### config.mk
export PLATFORM = sky130hd
export DESIGN_NAME = stats_mmio_peripheral
export DESIGN_NICKNAME = d
export VERILOG_FILES = /design/src/rtl/stats_mmio_peripheral.sv
export SDC_FILE = /design/constraint.sdc
export NUM_CORES = 1
export LEC_CHECK = 0
export ABC_CLOCK_PERIOD_IN_PS = 7900
export CAP_MARGIN = 10
export CORE_AREA = 2 2 186 188
export CTS_CLUSTER_SIZE = 12
export DETAILED_ROUTE_END_ITERATION = 10
export DIE_AREA = 0 0 188 190
export GPL_ROUTABILITY_DRIVEN = 0
export PLACE_DENSITY_LB_ADDON = 0.3
export RECOVER_POWER = 100
export SYNTH_ARGS = -nofsm -noshare
export SYNTH_HDL_FRONTEND = slang
export SYNTH_SLANG_ARGS = --single-unit
### constraint.sdc
create_clock -name clk -period 7.9 [get_ports clk]
set_input_delay 1.975 -clock clk [delete_from_list [all_inputs] [get_ports clk]]
set_output_delay 1.975 -clock clk [all_outputs]
set_load 0.02 [all_outputs]
### src/rtl/stats_mmio_peripheral.sv
// Memory-mapped running min/max/sum/count with a multicycle signed average.
// Define STATS_IRQ_EN to add a registered irq output (done & irq_enable).
module stats_mmio_peripheral #(
  parameter logic [31:0] BASE_ADDR = 32'h0000_0100
) (
  input  logic        clk,
  input  logic        reset,
  input  logic [31:0] Addr,
  input  logic        MemWrite,
  input  logic [31:0] WriteData,
  output logic [31:0] ReadData,
  output logic        hit
`ifdef STATS_IRQ_EN
  ,
  output logic        irq
`endif
);

  typedef enum logic [1:0] {
    IDLE,
    DIV,
    FIX
  } state_t;

  localparam logic [2:0] R_DATA = 3'd0;
  localparam logic [2:0] R_CTRL = 3'd1;
  localparam logic [2:0] R_STAT = 3'd2;
  localparam logic [2:0] R_MIN  = 3'd3;
  localparam logic [2:0] R_MAX  = 3'd4;
  localparam logic [2:0] R_SUM  = 3'd5;
  localparam logic [2:0] R_CNT  = 3'd6;
  localparam logic [2:0] R_AVG  = 3'd7;

  state_t      state, state_n;
  logic [31:0] mn, mn_n;
  logic [31:0] mx, mx_n;
  logic [31:0] sum, sum_n;
  logic [31:0] cnt, cnt_n;
  logic [31:0] avg, avg_n;
  logic        done, done_n;
  logic        err, err_n;
  logic        ovf, ovf_n;
  logic        ien, ien_n;
  logic [31:0] dvs, dvs_n;
  logic [31:0] quo, quo_n;
  logic [32:0] rem, rem_n;
  logic        neg, neg_n;
  logic [4:0]  step, step_n;

  logic [2:0]  off;
  logic        push;
  logic        cwr;
  logic        clr;
  logic        start;
  logic [31:0] sum_add;
  logic [32:0] shl;
  logic [32:0] diff;
  logic [31:0] avg_fix;
  logic        unused;

  assign unused  = ^Addr[1:0];
  assign off     = Addr[4:2];
  assign hit     = (Addr[31:5] == BASE_ADDR[31:5]);
  assign push    = MemWrite & hit & (off == R_DATA);
  assign cwr     = MemWrite & hit & (off == R_CTRL);
  assign clr     = cwr & WriteData[0];
  assign start   = cwr & WriteData[1] & ~WriteData[0]
                 & (state == IDLE);
  assign sum_add = sum + WriteData;
  assign shl     = {rem[31:0], quo[31]};
  assign diff    = shl - {1'b0, dvs};
  assign avg_fix = neg ? (32'd0 - quo) : quo;

  always_comb begin
    state_n = state;
    mn_n    = mn;
    mx_n    = mx;
    sum_n   = sum;
    cnt_n   = cnt;
    avg_n   = avg;
    done_n  = done;
    err_n   = err;
    ovf_n   = ovf;
    ien_n   = ien;
    dvs_n   = dvs;
    quo_n   = quo;
    rem_n   = rem;
    neg_n   = neg;
    step_n  = step;

    // Restoring divider: quo shifts dividend bits out, quotient bits in.
    unique case (state)
      IDLE: begin
      end
      DIV: begin
        if (dvs == 32'd0) begin
          avg_n   = 32'd0;
          err_n   = 1'b1;
          done_n  = 1'b1;
          state_n = IDLE;
        end else begin
          if (!diff[32]) begin
            rem_n = diff;
            quo_n = {quo[30:0], 1'b1};
          end else begin
            rem_n = shl;
            quo_n = {quo[30:0], 1'b0};
          end
          step_n = step + 5'd1;
          if (step == 5'd31) state_n = FIX;
        end
      end
      FIX: begin
        avg_n   = avg_fix;
        done_n  = 1'b1;
        state_n = IDLE;
      end
      default: state_n = IDLE;
    endcase

    if (push) begin
      mn_n  = ($signed(WriteData) < $signed(mn)) ? WriteData : mn;
      mx_n  = ($signed(WriteData) > $signed(mx)) ? WriteData : mx;
      sum_n = sum_add;
      ovf_n = ovf | ((sum[31] == WriteData[31]) &
                     (sum_add[31] != sum[31]));
      cnt_n = (&cnt) ? cnt : cnt + 32'd1;
    end

    if (cwr) ien_n = WriteData[2];

    if (clr) begin
      state_n = IDLE;
      mn_n    = 32'h7FFF_FFFF;
      mx_n    = 32'h8000_0000;
      sum_n   = 32'd0;
      cnt_n   = 32'd0;
      avg_n   = 32'd0;
      done_n  = 1'b0;
      err_n   = 1'b0;
      ovf_n   = 1'b0;
      step_n  = 5'd0;
    end else if (start) begin
      state_n = DIV;
      dvs_n   = cnt;
      quo_n   = sum[31] ? (32'd0 - sum) : sum;
      rem_n   = 33'd0;
      neg_n   = sum[31];
      step_n  = 5'd0;
      done_n  = 1'b0;
      err_n   = 1'b0;
    end
  end

  always_ff @(posedge clk) begin
    if (reset) begin
      state <= IDLE;
      mn    <= 32'h7FFF_FFFF;
      mx    <= 32'h8000_0000;
      sum   <= 32'd0;
      cnt   <= 32'd0;
      avg   <= 32'd0;
      done  <= 1'b0;
      err   <= 1'b0;
      ovf   <= 1'b0;
      ien   <= 1'b0;
      dvs   <= 32'd0;
      quo   <= 32'd0;
      rem   <= 33'd0;
      neg   <= 1'b0;
      step  <= 5'd0;
    end else begin
      state <= state_n;
      mn    <= mn_n;
      mx    <= mx_n;
      sum   <= sum_n;
      cnt   <= cnt_n;
      avg   <= avg_n;
      done  <= done_n;
      err   <= err_n;
      ovf   <= ovf_n;
      ien   <= ien_n;
      dvs   <= dvs_n;
      quo   <= quo_n;
      rem   <= rem_n;
      neg   <= neg_n;
      step  <= step_n;
    end
  end

`ifdef STATS_IRQ_EN
  always_ff @(posedge clk) begin
    if (reset) irq <= 1'b0;
    else       irq <= done_n & ien_n;
  end
`endif

  always_comb begin
    ReadData = 32'd0;
    if (hit) begin
      case (off)
        R_DATA:  ReadData = 32'd0;
        R_CTRL:  ReadData = {29'd0, ien, 2'b00};
        R_STAT:  ReadData = {28'd0, ovf, err, done,
                             state != IDLE};
        R_MIN:   ReadData = mn;
        R_MAX:   ReadData = mx;
        R_SUM:   ReadData = sum;
        R_CNT:   ReadData = cnt;
        R_AVG:   ReadData = avg;
        default: ReadData = 32'd0;
      endcase
    end
  end

endmodule

==> reports/metrics.csv <==
stage;metric;value;unit
worst_hold_path;min_from;done;
critical_path;r2r_slack;2.89;ns
global_routing;grt_start_max_net_pins;87;
logic_synthesis;number_of_warnings_issued_by_yosys;0;
logic_synthesis;mapped_nets;2460;
critical_path;path_buf_inv;4;
timing;worstMarginPinSlew;3.419;ns
clock_network;cts_buffers;31;
critical_path;r2r-start;mx[11];
final_layout;drive_above_1_share;4.599;%
logic_synthesis;synth_cell_type_count;75;
critical_path;timing.critical_path.fanout_max;29;
clock_network;cts_buffer_depth;3;
final_layout;syn_to_final_growth;13.41;%
detailed_routing;routed_via_density;5.908;
global_routing;grt_antenna_before_repair;0;
die;floorplan.rows;68;
logic_synthesis;syn_avg_cell_area;7.826;um^2
clock_network;clock_tree_from_tritoncts;yes;
critical_path;crit_slowest_cell;dlygate4sd3_1;
detailed_routing;route.vias.total;16307;
timing;timing.fmax;0.1473;GHz
detailed_routing;drt_wl_total;47160;um
clock_network;clk-insertion-delay-late;0.58;ns
critical_path;critical_path.reg2reg.endpoint;mx[30];
placed_design;port_buffers;97;
critical_path;worst_setup_path_end_kind;output pin;
critical_path;cp_data_required_time;5.93;ns
final_layout;layout.cells.most_common_list;dfxtp_1 (268), nor2_1 (248), nand2_1 (239);
timing;timing.final.crit_period;6.790;ns
timing;finalHoldViolCount;0;
die;die_area;35720;um^2
critical_path;kind_of_critical_path;input pin to output pin;
final_layout;fin_util;59.09;%
worst_hold_path;min_delay_path_depth;2;
critical_path;reg2regPathDepth;12;
run;timing.max_cap.violations;3;
critical_path;crit_path_cell_trace;dlygate4sd3_1, nor4_1, and4_1, nand4_1, inv_1, o31ai_4, buf_4, nor2_1, dlygate4sd3_1;
power;power_per_cell_area;154.3;nW/um^2
final_layout;antenna_cells_inserted;0;
critical_path;crit_path_max_incr_delay;0.69;ns
critical_path;critical_path_depth_in_cells;9;
detailed_routing;postRouteAntennaNets;0;
die;die_h;190;um
global_routing;wire_length_of_the_first_global_routing_pass;77270;um
outcome;status;finished, violations left;
die;fp.dieW;188;um
timing;setup_viol;0;
placed_design;dp_hpwl;34200;um
logic_synthesis;synthesis.instances;2260;
critical_path;cp-start-kind;input pin;
outcome;failing_checks;capacitance limit, slew limit;
detailed_routing;drt_pass1_iterations;6;
critical_path;worst-endpoint-arrival;4.81;ns
clock_network;cts_root_buffer;clkbuf_16;
logic_synthesis;synth.ff_latch_count;268;
clock_network;cts_num_sinks;268;
logic_synthesis;async_sr_flop_fraction;0;%
timing;clock_skew;0.01069;ns
die;num_io_pins;100;
clock_network;clkSlewWorstSetupHoldPaths;0.06;ns
timing;min_period_over_period;85.94;%
clock_network;post_cts.repair.setup_buffers;0;
logic_synthesis;synth-seq-area-share;30.33;%
power;totalPowerFinal;3.095;mW
final_layout;final_area;20060;um^2
die;initial_utilization;52.10;%
clock_network;cts_htree_levels;1;
clock_network;cts.hold.buffers_added;0;
power;power_leakage;8.253;nW
worst_hold_path;hold_path_class;register to register;
global_routing;grt-ovfl-total;0;
detailed_routing;route.detailed.drc;0;
final_layout;nNetsFinal;2482;
logic_synthesis;post_synth_instance_area;17690;um^2
logic_synthesis;synth_edf_count;0;
timing;headroom_to_the_max_slew_limit;-127.9;%
timing;grt_setup_unrepaired;false;
die;core_region_area;33950;um^2
detailed_routing;dr.first_iter.drc_count;1394;
power;vdd.ir_drop.worst;164.7;uV
critical_path;timing.critical_path.max_delay_family;buffers and inverters;
clock_network;cts_resized;0;
timing;setup-tns-final;0;ns
global_routing;grt_usage;25.94;%
final_layout;fillers;2992;
logic_synthesis;ys.flop_type;dfxtp_1;
detailed_routing;routedWlPerCell;17.09;um
worst_hold_path;min_delay_worst_endpoint;done;
final_layout;most_common_cell_after_layout_fill_and_taps_aside;dfxtp_1;
placed_design;dpl_cell_area;18960;um^2
timing;final_max_slew_viol_count;195;
global_routing;grt_pass1_vias;15466;
critical_path;critical-path-top-cell-by-count;dlygate4sd3_1;
sequential cells by signal, summed over array words and instances (netlist names), 2 cells and up:
signal / flops
avg: 32
cnt: 32
dvs: 32
mn: 32
mx: 32
quo: 32
rem: 32
sum: 32
step: 5
state: 2
cells in the mapped netlist (7+ instances only):
| cell | number | area (um^2) |
|---|---|---|
| dfxtp_1 | 268 | 5365 |
| nor2_1 | 250 | 938.4 |
| nand2_1 | 240 | 900.9 |
| a21oi_1 | 206 | 1031 |
| ha_1 | 131 | 1639 |
| inv_1 | 122 | 457.9 |
| o21ai_0 | 121 | 605.6 |
| clkbuf_1 | 118 | 442.9 |
| mux2i_1 | 111 | 1111 |
| xnor2_1 | 95 | 832.1 |
| nand3_1 | 53 | 265.3 |
| xor2_1 | 52 | 455.4 |
| nor3_1 | 49 | 245.2 |
| a21o_1 | 46 | 345.3 |
| a211oi_1 | 42 | 315.3 |
| nand4_1 | 31 | 193.9 |
| a222oi_1 | 28 | 280.3 |
| a22oi_1 | 24 | 180.2 |
| nor4_1 | 23 | 143.9 |
| nor2b_1 | 17 | 106.4 |
| o211ai_1 | 17 | 127.6 |
| and3_1 | 16 | 100.1 |
| o21a_1 | 16 | 120.1 |
| o31ai_1 | 16 | 120.1 |
| a31oi_1 | 14 | 87.58 |
| nand2b_1 | 12 | 75.07 |
| o41ai_1 | 12 | 105.1 |
| or3_1 | 12 | 75.07 |
| or4_1 | 10 | 75.07 |
| buf_2 | 8 | 40.04 |
| o21ai_1 | 7 | 35.03 |
layer usage:
layer | vias to the layer above | wire [um] | global-route usage [%]
met5 | - | 0 | 0
met4 | 0 | 1292 | 8.268
met3 | 91 | 2634 | 2.785
met2 | 483 | 22100 | 44.56
met1 | 7623 | 21140 | 34.17
li1 | 8110 | - | -
worst max-delay path by stage:
stage,startpoint,to,slack (ns)
5_1_grt,Addr[6],cnt[3],0.71
2_1_floorplan,Addr[2],ReadData[7],1.97
3_3_place_gp,Addr[10],ReadData[26],1.33
6_report,Addr[6],ReadData[20],1.11
4_1_cts,Addr[6],ReadData[20],1.28
3_5_place_dp,Addr[6],ReadData[20],1.29
area by class of cell:
| class | instances | area, um^2 | share of cell area, % |
|---|---|---|---|
| multi-input combinational | 1734 | 11390 | 56.81 |
| sequential | 268 | 5365 | 26.75 |
| timing repair buffer | 123 | 1146 | 5.714 |
| clock buffer | 43 | 890.9 | 4.441 |
| tap | 455 | 569.3 | 2.838 |
| inverter | 124 | 465.4 | 2.320 |
| clock inverter | 13 | 227.7 | 1.135 |
report_power, final:
part	internal (mW)	switching, mW
sequential	1.35	0.000000000476
clock	0.978	0.590
combinational	0.0718	0.105
total	2.40	0.694
worst reg2reg max path, stage by stage (launching register included):
cell,delay (ns)
dfxtp_1,0.35
inv_1,0.05
ha_1,0.28
and3_1,0.22
a221o_1,0.35
a221oi_1,0.46
o211a_1,0.33
o21ai_0,0.12
xor2_1,0.19
nor3_4,0.17
clkbuf_1,1.84
mux2i_1,0.37
nor2_1,0.06
through the flow:
stage	setup WS [ns]	instances	hold WS [ns]
after floorplan	1.973	2260	0.4226
after global placement	1.333	2703	0.4315
after detailed placement	1.291	2703	0.4542
after CTS	1.278	2759	0.4563
after global routing	0.7132	2760	0.4800
final	1.110	2760	0.4532
kinds of logic (layout without fill, tap and decap cells):
group           Yosys count  count (layout)  share of synthesized area [%]
fa+ha+maj               133             133                          9.493
xor+xnor                147             147                          7.279
buf+inv                 258             303                          5.596
simple gates            748             748                          19.26
compound gates          589             589                          21.12
flops                   268             268                          30.33
mux                     117             117                          6.919
No activity file was read; power rests on OpenSTA's default activity.
